--- src/rtl/seven_segment_scan_controller.sv ---
// ============================================================================
// Module   : seven_segment_scan_controller
// Purpose  : Multiplexed N-digit seven-segment scanner with a tear-free shadow
//            register, ghost blanking, PWM brightness, leading-zero blanking
//            and per-digit decimal points. Optional macro SSD_BLINK_EN adds
//            per-digit blinking.
// Revision : 1.0 - initial release
// ============================================================================
`default_nettype none

module seven_segment_scan_controller #(
    parameter int NUM_DIGITS   = 8,
    parameter int SCAN_DIV     = 100000,
    parameter int BLANK_CYC    = 64,
    parameter int BLINK_FRAMES = 64
) (
    input  logic                    clk,
    input  logic                    reset,
    input  logic [4*NUM_DIGITS-1:0] number,
    input  logic [NUM_DIGITS-1:0]   dp_mask,
    input  logic                    enable,
    input  logic                    lzb,
    input  logic [3:0]              brightness,
`ifdef SSD_BLINK_EN
    input  logic [NUM_DIGITS-1:0]   blink_mask,
`endif
    output logic [6:0]              seg_n,
    output logic                    dp_n,
    output logic [NUM_DIGITS-1:0]   an_n,
    output logic                    frame_start
);

    localparam int DIV_W = (SCAN_DIV > 1) ? $clog2(SCAN_DIV) : 1;
    localparam int IDX_W = (NUM_DIGITS > 1) ? $clog2(NUM_DIGITS) : 1;

    logic [DIV_W-1:0]        div_q, div_d;
    logic [IDX_W-1:0]        idx_q, idx_d;
    logic [3:0]              pwm_q, pwm_d;
    logic [4*NUM_DIGITS-1:0] shadow_q, shadow_d;
    logic [NUM_DIGITS-1:0]   dp_shadow_q, dp_shadow_d;
    logic                    load_pending_q, load_pending_d;
    logic [6:0]              seg_q, seg_d;
    logic                    dp_q, dp_d;
    logic [NUM_DIGITS-1:0]   an_q, an_d;
    logic                    fs_q, fs_d;

    logic                    w_div_wrap;
    logic                    w_idx_last;
    logic                    w_load;
    logic                    w_active;
    logic                    w_blank;
    logic                    w_blink_dark;
    logic [IDX_W-1:0]        w_msnz;
    logic [3:0]              w_digit;
    logic [6:0]              w_glyph;

    function automatic logic [6:0] hex_glyph(input logic [3:0] d);
        logic [6:0] g;
        case (d)
            4'h0: g = 7'b1000000;
            4'h1: g = 7'b1111001;
            4'h2: g = 7'b0100100;
            4'h3: g = 7'b0110000;
            4'h4: g = 7'b0011001;
            4'h5: g = 7'b0010010;
            4'h6: g = 7'b0000010;
            4'h7: g = 7'b1111000;
            4'h8: g = 7'b0000000;
            4'h9: g = 7'b0010000;
            4'hA: g = 7'b0001000;
            4'hB: g = 7'b0000011;
            4'hC: g = 7'b1000110;
            4'hD: g = 7'b0100001;
            4'hE: g = 7'b0000110;
            default: g = 7'b0001110;
        endcase
        return g;
    endfunction

    assign w_div_wrap = (div_q == DIV_W'(SCAN_DIV - 1));
    assign w_idx_last = (idx_q == IDX_W'(NUM_DIGITS - 1));
    assign w_load     = (w_div_wrap && w_idx_last) || load_pending_q;
    assign w_digit    = shadow_q[4*idx_q +: 4];
    assign w_glyph    = hex_glyph(w_digit);

    // Highest nonzero nibble; stays 0 for an all-zero word so digit 0 always shows.
    always_comb begin
        w_msnz = '0;
        for (int i = 0; i < NUM_DIGITS; i++) begin
            if (shadow_q[4*i +: 4] != 4'h0) begin
                w_msnz = IDX_W'(i);
            end
        end
    end

    assign w_blank = lzb && (idx_q > w_msnz);

`ifdef SSD_BLINK_EN
    localparam int BF_W = (BLINK_FRAMES > 1) ? $clog2(BLINK_FRAMES) : 1;

    logic [BF_W-1:0] frame_cnt_q;
    logic            phase_q;

    always_ff @(posedge clk or negedge reset) begin
        if (!reset) begin
            frame_cnt_q <= '0;
            phase_q     <= 1'b0;
        end else if (w_div_wrap && w_idx_last) begin
            if (frame_cnt_q == BF_W'(BLINK_FRAMES - 1)) begin
                frame_cnt_q <= '0;
                phase_q     <= ~phase_q;
            end else begin
                frame_cnt_q <= frame_cnt_q + BF_W'(1);
            end
        end
    end

    assign w_blink_dark = phase_q && blink_mask[idx_q];
`else
    // BLINK_FRAMES only matters with blinking built in; this term is always 0.
    assign w_blink_dark = (BLINK_FRAMES < 0);
`endif

    assign w_active = enable
                   && (div_q >= DIV_W'(BLANK_CYC))
                   && ((brightness == 4'hF) || (pwm_q < brightness))
                   && !w_blink_dark;

    always_comb begin
        div_d          = w_div_wrap ? '0 : div_q + DIV_W'(1);
        idx_d          = idx_q;
        pwm_d          = pwm_q + 4'd1;
        shadow_d       = shadow_q;
        dp_shadow_d    = dp_shadow_q;
        load_pending_d = load_pending_q;
        fs_d           = (div_q == '0) && (idx_q == '0);
        seg_d          = 7'h7F;
        dp_d           = 1'b1;
        an_d           = '1;

        if (w_div_wrap) begin
            idx_d = w_idx_last ? '0 : idx_q + IDX_W'(1);
        end
        if (w_load) begin
            shadow_d       = number;
            dp_shadow_d    = dp_mask;
            load_pending_d = 1'b0;
        end
        if (w_active) begin
            an_d  = ~(NUM_DIGITS'(1) << idx_q);
            seg_d = w_blank ? 7'h7F : w_glyph;
            dp_d  = ~dp_shadow_q[idx_q];
        end
    end

    always_ff @(posedge clk or negedge reset) begin
        if (!reset) begin
            div_q          <= '0;
            idx_q          <= '0;
            pwm_q          <= 4'd0;
            shadow_q       <= '0;
            dp_shadow_q    <= '0;
            load_pending_q <= 1'b1;
            seg_q          <= 7'h7F;
            dp_q           <= 1'b1;
            an_q           <= '1;
            fs_q           <= 1'b0;
        end else begin
            div_q          <= div_d;
            idx_q          <= idx_d;
            pwm_q          <= pwm_d;
            shadow_q       <= shadow_d;
            dp_shadow_q    <= dp_shadow_d;
            load_pending_q <= load_pending_d;
            seg_q          <= seg_d;
            dp_q           <= dp_d;
            an_q           <= an_d;
            fs_q           <= fs_d;
        end
    end

    assign seg_n       = seg_q;
    assign dp_n        = dp_q;
    assign an_n        = an_q;
    assign frame_start = fs_q;

endmodule

`default_nettype wire

--- config.mk ---
export PLATFORM = sky130hd
export DESIGN_NAME = seven_segment_scan_controller
export DESIGN_NICKNAME = d
export VERILOG_FILES = /design/src/rtl/seven_segment_scan_controller.sv
export SDC_FILE = /design/constraint.sdc
export NUM_CORES = 1
export LEC_CHECK = 0
export ABC_AREA = 1
export CAP_MARGIN = 0
export CORE_UTILIZATION = 59
export DETAILED_ROUTE_END_ITERATION = 8
export PLACE_DENSITY_LB_ADDON = 0.12
export SLEW_MARGIN = 20
export SYNTH_ARGS = -nofsm -noshare
export SYNTH_HDL_FRONTEND = slang
export SYNTH_SLANG_ARGS = --single-unit
export TNS_END_PERCENT = 20
--- constraint.sdc ---
create_clock -name clk -period 6.18 [get_ports clk]
set_input_delay 0.618 -clock clk [delete_from_list [all_inputs] [get_ports clk]]
set_output_delay 0.618 -clock clk [all_outputs]
set_load 0.005 [all_outputs]
After elaboration in Yosys (flattened, before gate mapping)
Memories as Yosys holds them, arrays and structs flattened.
Index checks and enable logic that the tools add are counted.
{ "totals": {"memories": 1, "input_bits": 48, "register_bits": 82, "rom_bits": 112, "output_inout_bits": 17, "word_cells": 56} }
{ "op_classes": {"mux": 15, "n_addsub": 3, "n_eq_ne": 3, "n_lt_le_gt_ge": 4, "bitwise": 2, "reduce_logical": 16, "shift": 2} }
{ "mem_list": {"columns": ["memory", "depth", "width", "rd", "rd_clocked_by_memory_dff", "write_ports", "line", "source"], "rows": [
  ["(name not given)", 16, 7, 1, 0, 0, "59", "case (d)"]
]} }
{ "ops": {"columns": ["cell", "count"], "rows": [
  ["$shiftx A32 B6 Y4", 1],
  ["$reduce_bool A4 Y1", 7],
  ["$add A17 B1 Y17 const B", 1],
  ["$eq A17 B17 Y1 const B", 1],
  ["$ge A17 B7 Y1 const B", 1],
  ["$logic_not A17 Y1", 1],
  ["$mux W17", 1],
  ["$mux W3", 5],
  ["$mux W7", 2],
  ["$mux W8", 1],
  ["$not A8 Y8", 1],
  ["$shl A1 B3 Y8 const A", 1],
  ["$logic_and A1 B1 Y1", 5],
  ["$add A4 B1 Y4 const B", 1],
  ["$eq A4 B4 Y1 const B", 1],
  ["$lt A3 B4 Y1 const B", 1],
  ["$lt A4 B4 Y1", 1],
  ["$mux W2", 2],
  ["$add A3 B1 Y3 const B", 1],
  ["$bmux W1 S3", 1],
  ["$eq A3 B3 Y1 const B", 1],
  ["$gt A3 B3 Y1", 1],
  ["$logic_not A3 Y1", 1],
  ["$mux W1", 3],
  ["other kinds (2)", 3]
]} }

Logic depth before layout (Yosys ltp)
Gate-level depths: netlist of the first run.
{ "depth": {"ltp_word": 12, "ltp_mapped": 14, "ltp_nobuf": 14} }

Worst setup path after synthesis of the first run
Ideal clock, no wire load.
{ "synth_timing": {"path_kind": "register to register", "start": "reg shadow_q[21]", "end": "reg seg_q[1] (netlist: seg_n[1])", "path_stages_with_launch": 11, "setup_time_ns": 0.095, "period_less_slack_ns": 1.944, "n_path_buf": 0, "slack_ns": 4.236, "arrival_time_ns": 1.849, "required_time_ns": 6.085, "cell_sequence": "dfrtp_1 nor4_1 nand2_1 a21oi_1 nor2_1 ha_1 nand2_1 o21ai_0 and3_1 nor2_1 nand3_1"} }
{ "synth_between": {"elab_chain_len": 8, "word_cells_on_any_way": 10, "cone_classes": "1 x order compare; 1 x shift; 5 x mux; 2 x reduce/logical; 1 x memory"} }
{ "synth_lines": {"columns": ["item", "line", "source"], "rows": [
  ["from (decl)", "39", "logic [4*NUM_DIGITS-1:0] shadow_q, shadow_d;"],
  ["from (signal assigned)", "172", "shadow_q <= shadow_d;"],
  ["branches (longest 6 deep; another with $mem_v2 Z16 W7)", null, null],
  ["$mux W7 *", "151", "seg_d = w_blank ? 7'h7F : w_glyph;"],
  ["$mux W7 *", "149", "if (w_active) begin"],
  ["via seg_d[1]", "42", "logic [6:0] seg_q, seg_d;"],
  ["to (signal assigned)", "175", "seg_q <= seg_d;"],
  ["to (decl)", "42", null]
]} }
Mark *: on every way through the listed nets, which the timed path passes.
A chain may end at the register's enable or synchronous reset.

Worst setup path after layout of the first run
{ "layout_timing": {"start": "reg idx_q[0]", "end": "reg seg_q[4] (netlist: seg_n[4])"} }
{ "layout_between": {"elab_chain_len": 4, "word_cells_on_any_way": 6, "cone_classes": "1 x order compare; 1 x shift; 2 x mux; 1 x reduce/logical; 1 x memory"} }
{ "layout_lines": {"columns": ["item", "line", "source"], "rows": [
  ["from (decl)", "37", "logic [IDX_W-1:0] idx_q, idx_d;"],
  ["from (signal assigned)", "170", "idx_q <= idx_d;"],
  ["$shiftx A32 B6 Y4 or $gt A3 B3 Y1 (tied branches)", "83, 96", null],
  ["$mem_v2 Z16 W7 or $logic_and A1 B1 Y1 (tied branches)", null, null],
  ["$mux W7 *", "151", null],
  ["$mux W7 *", "149", null],
  ["via seg_d[4]", "42", null]
]} }
The timed path passes the listed nets; every way through them passes the cells marked *.

==> run_results.csv, run 1 <==
group,metric,value,unit
min_path,hp-class,"in -> async",
sta,slew_headroom,0.383,
layout,finalNetCount,680,
sta,hold_viol,0,
routing,wirelength,9.75,mm
worst_setup_path,slowest_delay,0.95,ns
synthesis,synth.yosys.warnings,0,
synthesis,syn_inst,552,
synthesis,ys_types,33,
worst_setup_path,crit_required,6.44,ns
layout,diodes,0,
synthesis,yosys-top-cells-count,"nand2_1, inv_1, nand3_1",
worst_setup_path,cp-end-kind,"flip-flop",
global_routing,grt_usage,0.261,
pwr,p_per_area,206,mW/mm²
layout,fin_area,0.00539,mm²
sta,fin_skew,0.0129,ns
sta,fin_crit,2.78,ns
global_routing,grt_max_degree,83,
layout,syn_to_final_growth,17.6,%
worst_setup_path,path_buf_inv,1,
worst_setup_path,worstPathMaxFanout,32,
worst_setup_path,worstSetupPathType,"reg -> reg",
sta,tightest_slew,0.925,ns
clocking,clk_pin_slew,0.08,ns
floorplan,pin_count,65,
floorplan,rows,31,
placed_design,dpl_cell_area,0.00518,mm²
layout,multiInputGateArea,0.00206,mm²
synthesis,synth_seq_cells,82,
synthesis,avgSynthCellArea,8.30,µm²
placed_design,gp_congestion,0.905,
synthesis,synth_fp_nets,621,
pwr,irDropWorstVdd,0.143,mV
clocking,cts_resized,0,
synthesis,post-synth-top-count-cell,"nand2_1",
clocking,max-clock-path-buffers,2,
routing,routedWlPerCell,13.6,µm
routing,first_pass_iters,6,
clocking,holdBufCountCts,0,
layout,layoutNonFillerInstCount,715,
floorplan,die_h,90.1,µm
synthesis,synth_area_leaders,"dfrtp_1, nand2_1, dfstp_2, nand3_1, inv_1",
synthesis,ys_async_sr_fraction,1.00,
sta,slew_viol_final,0,
worst_setup_path,crit_slowest_cell,"dfrtp_1",
layout,layout-drive-gt1-share,0.146,
synthesis,synth_area,0.00458,mm²
clocking,postCtsSetupBuffers,0,
sta,setup_violations,0,
floorplan,die-area,0.00812,mm²
flow_run,max_cap_violations,0,
global_routing,overflow,0,
clocking,cts.sinks,82,
sta,rsz0062_at_grt,"false",
routing,drc,0,
global_routing,antenna_found_initial,0,
sta,fin_hold_ws,0.295,ns
floorplan,dieWidth,90.1,µm
clocking,numCtsBuffers,9,
synthesis,yosysTopAreaCellShare,0.355,
clocking,worstSkewPairLatency,0.36,ns
synthesis,yosys_most_used_dff,"dfrtp_1",
routing,ant_nets,0,
clocking,cts_root_buffer,"clkbuf_8",
routing,num_vias,3723,
worst_setup_path,critPathMostFrequentCell,"nand3_1",
synthesis,yosysSeqAreaShare,0.452,
worst_setup_path,crit_family,"flip-flops",
sta,setup_tns,0,ns
sta,fin_crit_sh,0.449,
layout,regArea,0.00207,mm²
global_routing,grt_pass1_vias,3681,
worst_setup_path,path_cells,"inv_1 > ha_1 > nand3_1 > and3_1 > nor2_1 > nand3_1",
worst_setup_path,cp-start-kind,"flip-flop",
clocking,cts_tree,"done",
synthesis,yosysTopAreaCell,"dfrtp_1",
routing,drt_iter0_drc,224,
floorplan,start_util,0.622,
synthesis,synth_edf_count,0,
clocking,h-tree-depth,3,
placed_design,io_buffers,64,
sta,max_freq,360,MHz
placed_design,place_inst,699,
run_status,outcome,"completed",
routing,viasPerCell,5.21,
pwr,cellLeakagePower,2.64,nW
global_routing,grt_pass1_wl,16.9,mm
floorplan,core-area,0.00737,mm²
layout,fill_cells,598,
worst_setup_path,arrival,3.04,ns
placed_design,dpl.hpwl,7.02,mm
-- cell usage in the layout (no fill, tap or decap), types with 4 or more instances in the layout --
cell type,synthesis,routed
nand4_1,6,6
nor2_1,35,35
nand2_2,19,19
a21oi_1,10,10
inv_1,73,73
o21ai_0,9,9
dfstp_2,17,17
nor4_1,8,8
nand2_1,145,145
o211ai_1,4,4
clkdlybuf4s50_1,0,63
nor3_1,5,5
o21ai_2,30,30
nand3_1,66,66
clkbuf_8,0,9
dfrtp_1,65,65
ha_1,21,21
xor2_1,6,6
-- through the flow --
stage | util | power, W | setup slack, ns
floorplan | - | 0.000670 | 4.24
global placement | 0.704 | 0.000725 | 3.59
detailed placement | 0.704 | 0.000728 | 3.45
CTS | 0.731 | 0.00112 | 3.44
global route | 0.731 | 0.00116 | 3.05
finish | 0.731 | 0.00111 | 3.40
-- registers in the layout (all words and copies together) (netlist names) --
name	flops
an_n	8
seg_n	7
pwm_q	4
frame_start	1
dp_shadow_q	8
dp_n	1
idx_q	3
shadow_q	32
load_pending_q	1
div_q	17
-- per-layer routing --
layer  vias to the layer above  routed length [µm]  track usage
li1                       1882                   -            -
met1                      1707                4340        0.342
met2                       119                4770        0.443
met3                        15                 488       0.0448
met4                         0                 151       0.0806
met5                         -                   0            0
-- logic make-up (layout without fill, tap and decap cells) --
| group | count (synthesis) | in the layout | synth area share |
|---|---|---|---|
| DFF | 82 | 82 | 0.452 |
| xor gates and xnor gates | 7 | 7 | 0.0134 |
| other | 1 | 1 | 0.000818 |
| adders and majority gates | 21 | 21 | 0.0573 |
| buffers and inverters | 92 | 156 | 0.0969 |
| AOI/OAI and AO/OA | 57 | 57 | 0.0898 |
| and+or+nand+nor | 292 | 292 | 0.289 |
-- final timing paths --
path	startpoint	end	slack, ns	depth (start not counted)
worst max-delay path	idx_q[0]$_DFFE_PN0N_	seg_n[4]$_DFF_PN1_	3.40	6
worst min register to register	pwm_q[3]$_DFF_PN0_	pwm_q[3]$_DFF_PN0_	0.50	1
max in group asynchronous	reset	idx_q[0]$_DFFE_PN0N_	5.41	1
worst min-delay path	reset	shadow_q[12]$_DFFE_PN0P_	0.29	1
worst max register to register	idx_q[0]$_DFFE_PN0N_	seg_n[4]$_DFF_PN1_	3.40	6
min in group clk	pwm_q[3]$_DFF_PN0_	pwm_q[3]$_DFF_PN0_	0.50	1
-- worst reg2reg max path: cells and delay by family, from the launching register on --
family | cells | cell delay, ns
adder cells (fa/ha/maj) | 1 | 0.44
AND/OR/NAND/NOR | 4 | 0.79
buffers and inverters | 1 | 0.51
flip-flops | 1 | 0.95
-- where the power goes --
group	switching [W]	internal, W
clock network	0.000203	0.000189
registers	0.0000125	0.000561
logic	0.0000839	0.0000615
total	0.000300	0.000811
-- area by class of cell --
| type | count | share of cell area |
|---|---|---|
| Multi-Input combinational cell | 378 | 0.383 |
| Tap cell | 99 | 0.0230 |
| Timing Repair Buffer | 64 | 0.119 |
| Clock inverter | 7 | 0.0142 |
| Inverter | 76 | 0.0529 |
| Sequential cell | 82 | 0.385 |
| Clock buffer | 9 | 0.0230 |
Note: power is estimated with default switching activity, not from simulation.
==> inputs of run 2 (changes only) <==
CORE_UTILIZATION = 50   (was 59)
clock period = 2.4 ns   (was 6.18 ns; I/O delays follow)
==> run 2 against run 1 <==
The run now ends with design-rule violations, negative hold slack left; clock skew decreased by 0.0018 ns; via count increased by 0.91%; maximum frequency increased by 32%; clock power increased to 2.6 times the previous value; largest cell class is now multi-input gates.
==> run_results.csv, run 2 (synthesis gave the netlist of run 1 again) <==
group,metric,value,unit
layout,syn_to_final_growth,20.8,%
clocking,cts_tree,"done",
routing,wirelength,10.3,mm
global_routing,overflow,0,
global_routing,gr-usage-met3,0.0374,
clocking,clk_pin_slew,0.09,ns
routing,viasPerCell,5.09,
global_routing,grt_pass1_wl,17.8,mm
global_routing,grt_use_met2,0.393,
routing,first_pass_iters,6,
global_routing,antenna_found_initial,0,
routing,ant_nets,0,
sta,tightest_slew,0.959,ns
placed_design,place_inst,722,
pwr,p_per_area,517,mW/mm²
floorplan,start_util,0.520,
worst_setup_path,slowest_delay,0.40,ns
flow_run,max_cap_violations,0,
sta,rsz0062_at_grt,"false",
layout,largest_register_ffs,32,
placed_design,dpl.hpwl,7.72,mm
floorplan,pin_count,65,
layout,largest_registers,"shadow_q (32), div_q (17)",
min_path,hp-class,"in -> async",
clocking,h-tree-depth,3,
floorplan,die_h,97.7,µm
worst_setup_path,cp-start-kind,"flip-flop",
sta,hold_viol,1,
layout,diodes,0,
routing,drt_iter0_drc,154,
sta,setup_ws,0.298,ns
pwr,irDropWorstVdd,0.309,mV
clocking,max-clock-path-buffers,2,
sta,fin_hold_ws,-0.000241,ns
layout,finalNetCount,694,
worst_setup_path,arrival,2.37,ns
clocking,numCtsBuffers,9,
worst_setup_path,worstPathMaxFanout,7,
routing,drc,10,
floorplan,dieWidth,97.7,µm
routing,num_vias,3757,
worst_setup_path,worstSetupPathType,"reg -> reg",
pwr,cellLeakagePower,2.71,nW
placed_design,io_buffers,64,
layout,layout-drive-gt1-share,0.168,
layout,mostFrequentLayoutCells,"nand2_1, inv_1, nand3_1",
run_status,outcome,"complete, but fails checks",
sta,slew_headroom,0.361,
floorplan,core-area,0.00881,mm²
sta,slew_viol_final,0,
global_routing,top_usage_layer,"met2",
sta,setup_tns,0,ns
layout,final_common_cell,"nand2_1",
global_routing,met1_usage,0.312,
clocking,cts_root_buffer,"clkbuf_8",
floorplan,die-area,0.00955,mm²
clocking,worstSkewPairLatency,0.35,ns
worst_setup_path,cp-end-kind,"flip-flop",
placed_design,gp_congestion,0.884,
clocking,cts.sinks,82,
global_routing,grt_usage,0.234,
routing,routedWlPerCell,13.9,µm
sta,fin_crit_sh,0.876,
global_routing,grt_max_degree,76,
placed_design,place_ws,0.0580,ns
global_routing,grt_pass1_vias,3753,
sta,setup_violations,0,
worst_setup_path,crit_required,2.67,ns
worst_setup_path,crit_slowest_cell,"dfrtp_1",
layout,fin_util,0.629,
worst_setup_path,path_cells,"nor4_2 > nand2_1 > nor2_1 > ha_1 > a21oi_1 > o21ai_0 > and3_1 > nor2_4 > nand3_1",
clocking,holdBufCountCts,0,
sta,fin_skew,0.0111,ns
sta,max_freq,476,MHz
floorplan,rows,34,
run_status,violations,"design-rule violations, negative hold slack",
layout,layoutNonFillerInstCount,738,
sta,fin_crit,2.10,ns
layout,top_register,"shadow_q",
==> run 2: path summary, 6_finish.rpt <==
check	endpoint	slack, ns	startpoint	depth (start not counted)
min in group clk	shadow_q[13]$_DFFE_PN0P_	0.43	number[13]	3
max reg2reg	seg_n[6]$_DFF_PN1_	0.30	shadow_q[21]$_DFFE_PN0P_	9
max	seg_n[6]$_DFF_PN1_	0.30	shadow_q[21]$_DFFE_PN0P_	9
max in group asynchronous	seg_n[6]$_DFF_PN1_	1.60	reset	2
min reg2reg	pwm_q[0]$_DFF_PN0_	0.48	pwm_q[0]$_DFF_PN0_	1
min	shadow_q[12]$_DFFE_PN0P_	-0.0002	reset	1
==> run 2: repair_timing <==
item,CTS,global route
buffers inserted,0,0
gates resized for setup,0,5
hold endpoints to repair,0,0
setup endpoints to repair,0,7
==> run 2: report_power, final <==
group	switching [W]	internal, W
clock	0.000495	0.000504
combinational	0.000219	0.000169
sequential	0.0000314	0.00144
total	0.000746	0.00212
==> run 2: cell type report <==
cell class	count	area, µm²
multi-input combinational	378	2090
fill	822	3270
clock buffer	11	141
inverter	76	285
timing repair buffer	78	756
clock inverter	5	53.8
tap	108	135
sequential	82	2070
==> run 2: routing by layer <==
layer | share of wire | up-vias
li1 | - | 1910
met1 | 0.47 | 1755
met2 | 0.47 | 77
met3 | 0.045 | 15
met4 | 0.015 | 0
met5 | 0 | -
==> run 2: metrics by stage <==
stage	instance area (µm²)	total power, W
after floorplan	4580	0.00173
after global placement	5310	0.00188
after detailed placement	5310	0.00189
after CTS	5510	0.00289
after global routing	5540	0.00300
final	5540	0.00286
==> run 2: worst max-delay path: cells and delay by family (launching register included) <==
family,cells,cell delay [ns]
AO/OA/AOI/OAI,2,0.22
adder cells (fa/ha/maj),1,0.27
flip-flops,1,0.40
AND/OR/NAND/NOR,6,1.12
